[config.mk]
export PLATFORM = sky130hd
export DESIGN_NAME = riscv_noc_mux_rr
export DESIGN_NICKNAME = d
export VERILOG_FILES = /design/src/rtl/riscv_noc_pkg.sv /design/src/rtl/riscv_noc_arb_rr.sv /design/src/rtl/riscv_noc_mux_rr.sv
export SDC_FILE = /design/constraint.sdc
export NUM_CORES = 1
export LEC_CHECK = 0
export ABC_CLOCK_PERIOD_IN_PS = 4300
export CAP_MARGIN = 20
export CORE_AREA = 2 2 78 80
export DETAILED_ROUTE_END_ITERATION = 8
export DIE_AREA = 0 0 80 82
export HOLD_SLACK_MARGIN = 0.1
export PLACE_DENSITY = 0.76
export SLEW_MARGIN = 20
export SYNTH_ARGS = -nofsm -noshare
export SYNTH_HDL_FRONTEND = slang
export SYNTH_SLANG_ARGS = --single-unit
[constraint.sdc]
create_clock -name clk -period 4.3 [get_ports clk]
set_input_delay 1.29 -clock clk [delete_from_list [all_inputs] [get_ports clk]]
set_output_delay 1.29 -clock clk [all_outputs]
set_load 0.02 [all_outputs]
[src/rtl/riscv_noc_pkg.sv]
// Shared NoC constants: default link geometry for the NoC muxes and arbiters.
package riscv_noc_pkg;

   localparam int NOC_PLEN     = 64;
   localparam int NOC_CHANNELS = 2;

endpackage

[src/rtl/riscv_noc_arb_rr.sv]
// Combinational round-robin arbiter: one-hot grant searched upward from a
// one-hot priority with wrap-around, via the doubled-vector subtract trick.
module riscv_noc_arb_rr #(
   parameter int N = 2
) (
   input  logic [N-1:0] req,
   input  logic [N-1:0] prio,
   output logic [N-1:0] gnt
);

   logic [2*N-1:0] dbl_req;
   logic [2*N-1:0] dbl_gnt;

   // Subtracting prio clears the lowest set request at or above prio in the
   // doubled vector; folding both halves together handles the wrap-around.
   always_comb begin
      dbl_req = {req, req};
      dbl_gnt = dbl_req & ~(dbl_req - {{N{1'b0}}, prio});
      gnt     = dbl_gnt[N-1:0] | dbl_gnt[2*N-1:N];
   end

endmodule

[src/rtl/riscv_noc_mux_rr.sv]
// Merges CHANNELS flit streams onto one NoC link with per-packet round-robin
// arbitration; the granted channel keeps the link until its last flit moves.
module riscv_noc_mux_rr
   import riscv_noc_pkg::*;
#(
   parameter int PLEN     = NOC_PLEN,
   parameter int CHANNELS = NOC_CHANNELS
) (
   input  logic                               clk,
   input  logic                               rst,
   input  logic [CHANNELS-1:0][PLEN-1:0]      in_flit,
   input  logic [CHANNELS-1:0]                in_last,
   input  logic [CHANNELS-1:0]                in_valid,
   output logic [CHANNELS-1:0]                in_ready,
   output logic [PLEN-1:0]                    out_flit,
   output logic                               out_last,
   output logic                               out_valid,
   input  logic                               out_ready
);

   // Handshake: a flit moves on a cycle with valid & ready both high; the
   // upstream keeps flit/last/valid stable until it sees its in_ready.

   logic [CHANNELS-1:0] active;
   logic [CHANNELS-1:0] active_next;
   logic [CHANNELS-1:0] prio;
   logic [CHANNELS-1:0] prio_next;
   logic [CHANNELS-1:0] grant;
   logic [CHANNELS-1:0] sel;
   logic                xfer;

   riscv_noc_arb_rr #(
      .N (CHANNELS)
   ) u_arb (
      .req  (in_valid),
      .prio (prio),
      .gnt  (grant)
   );

   always_comb begin
      sel       = (active != '0) ? active : grant;
      out_valid = |(sel & in_valid);
      in_ready  = sel & {CHANNELS{out_ready}};
      xfer      = out_valid & out_ready;
   end

   // AND-OR mux over the one-hot select.
   always_comb begin
      out_flit = '0;
      out_last = 1'b0;
      for (int i = 0; i < CHANNELS; i++) begin
         out_flit = out_flit | (in_flit[i] & {PLEN{sel[i]}});
         out_last = out_last | (in_last[i] & sel[i]);
      end
   end

   // An offered but unaccepted grant is latched too, so the chosen channel
   // cannot change under a stalled downstream.
   always_comb begin
      active_next = active;
      prio_next   = prio;
      if (active == '0) begin
         if (grant != '0) begin
            prio_next = {grant[CHANNELS-2:0], grant[CHANNELS-1]};
            if (!(xfer && out_last)) begin
               active_next = grant;
            end
         end
      end else if (xfer && out_last) begin
         active_next = '0;
      end
   end

   always_ff @(posedge clk) begin
      if (rst) begin
         active <= '0;
         prio   <= CHANNELS'(1);
      end else begin
         active <= active_next;
         prio   <= prio_next;
      end
   end

endmodule

==> impl_metrics.ini <==
[synthesis]
netlist_top_cells_count = 66 x a22o_1, 6 x buf_2, 6 x buf_6
postSynthCellCount = 116
synth-simple-area-share = 0.09938
synthesis.nets = 253
synth_cell_types = 29
ys_top_cells_by_area = a22o_1 57%, dfxtp_1 8.0%, buf_6 6.7%
synthMuxAreaShare = 0
synth-compound-area-share = 0.6770
synth_top_area_cell = a22o_1
yosys.cell_count.top_type = a22o_1
synth_area_um2 = 1007
synth_edf_count = 0
synth.avg_cell_area_um2 = 8.683
synth-xor-area-share = 0
synth_top_family_by_area = compound AO/OA/AOI/OAI gates
ys.flop_type = dfxtp_1
synth_adder_area_share = 0.03230
synth-seq-cells = 4
yosys_warnings = 0
async_flop_share = 0
synth_top_area_frac = 0.5739
seq_area_frac_synth = 0.07950

[grt]
antenna_found_initial = 0
busiest_layer = met2
grt_pass1_vias = 1904
grt_util_met3 = 0.05275
overflow = 0
grt_max_degree = 42
use_met1 = 0.2038
grt_pass1_wl_um = 9770
grt_usage = 0.1887
grtUsageMet2 = 0.3708

[layout]
antenna_cells = 0
drive_above_1_share = 0.3108
syn_to_final_growth_pct = 231.1
nNetsFinal = 464

[die]
initial_core_util = 0.1753
ios = 203
row_count = 28
dieArea_um2 = 6560
die_y_um = 82
coreArea_um2 = 5746
die_width_um = 80

[worst_setup_path]
worstPathRequired_ps = 3010
cp-end-kind = primary output
arrival_ps = 2890
worstSetupPathType = in -> out
start_kind = input port
cp_max_fo = 27

[routing]
final_antenna_net_count = 0
via_per_inst = 4.790
vias = 1916
drcViolationCount = 0
drtIter0Drc = 35
routed_wl_um = 6902
drtPass1Iterations = 4
wl_per_cell_um = 17.26

[sta]
rsz0062_at_grt = false
relSlewSlack = 0.8316
clock_skew_ps = 4.975
finalMaxSlewViolations = 0
hold_viol = 0
worst_pin_slew_ps = 250.7
setup_viol = 0
fin_crit_sh = 0.9732
fmax_mhz = 239.0
fin_tns_setup_ps = 0
period_minus_slack_ps = 4185

[power]
power.density_nw_per_um2 = 373.4
total_power_uw = 1245
combPwrFrac = 0.893
p_clk_frac = 0.064
seqPwrFrac = 0.043
power.internal_uw = 704.9
leakage_uw = 0.001486
irDropWorstVdd_v = 0.0001789
p_switching_uw = 540.1
swShare = 0.4338

[clock_tree]
cts_tree = yes
cts_made_buffers = 3
cts_max_level = 1
clock-sinks = 4
cts.clk_slew.worst_paths_ps = 30
cts_buffer_depth = 2
hold_buffers = 0
insertion_delay_ps = 220
cts_root_buf = clkbuf_8

[placed_design]
gp_congestion = 0.7862
portBuffers = 202
post-dp-hpwl_um = 5192

[job]
max_cap_violations = 0

[run_status]
status = finished clean

[hold_path]
worstHoldPathType = reg -> reg
[path summary, 6_finish.rpt]
path                            cells after the start  slack, ps                     end                 start
worst max register to register                      7       2330  active[1]$_SDFFE_PP0P_  prio[0]$_SDFFE_PP1P_
worst max-delay path                                8        120             in_ready[0]           in_valid[1]
worst min register to register                      2        550    prio[1]$_SDFFE_PP0P_  prio[1]$_SDFFE_PP0P_
worst min-delay path                                2        550    prio[1]$_SDFFE_PP0P_  prio[1]$_SDFFE_PP0P_
[registers in the layout, summed over array words and instances, names as in the netlist]
register and cells:
prio 2, active 2
[cells in the final DEF, fill, tap and decap left out, drive strengths merged, types with 2 or more instances in the layout]
cell,Yosys,final
o21ba,2,2
clkbuf,2,3
dlygate4sd2,0,2
a22o,66,66
a21oi,2,2
nand2,2,2
and2,2,2
nor2b,2,2
clkdlybuf4s50,0,132
inv,2,2
a21o,2,2
dfxtp,4,4
nand2b,4,4
buf,12,86
[kinds of logic after synthesis]
kind of cell,count (synthesis)
compound gates,78
fa+ha+maj,2
buf+inv,16
flops,4
simple gates,16
[worst max-delay path, stage by stage]
cell           delay (ps)
buf_2                 100
inv_2                  40
fa_2                  360
o21ba_2               210
a21o_2                250
buf_12                170
and2_1                160
dlygate4sd2_1         320
[final cells by class]
class                      count  area (um2)
tap                           75       93.84
clock buffer                   3       41.29
timing repair buffer         220        2248
inverter                       2       7.507
multi-input combinational     96       863.3
sequential                     4       80.08
fill                         528        2411
[power groups by stage]
stage | Sequential [uW] | Clock [uW] | Combinational (uW)
6_report | 53.1 | 80.1 | 1110
5_1_grt | 54.4 | 84.5 | 1170
4_1_cts | 53.0 | 82.8 | 1160
3_5_place_dp | 53.2 | 0 | 996
3_3_place_gp | 52.4 | 0 | 990
2_1_floorplan | 50.2 | 0 | 512
[through the flow]
stage                     hold slack (ps)  area, um2  cells  setup slack [ps]    util
final                               551.1       3334    400             115.4  0.5804
after global routing                574.4       3334    400             34.91  0.5804
after CTS                           558.3       3418    403             18.00  0.5949
after detailed placement            548.9       3144    390            -746.7  0.5473
after global placement              515.3       3144    390            -720.6  0.5473
after floorplan                     485.2       1007    116             310.0       -
[per-layer routing]
layer	share of wire	vias to the layer above
met3	0.10	0
met4	0	0
met5	0	-
li1	-	911
met2	0.54	105
met1	0.36	900
[repair_timing]
action                                  4_1_cts  5_1_grt
gates resized for setup                     372        5
setup buffers                                 7        0
cloned                                        5        0
endpoints found under the setup margin       68       37
pin swaps                                    35        4
No activity file was read; power rests on OpenSTA's default activity.
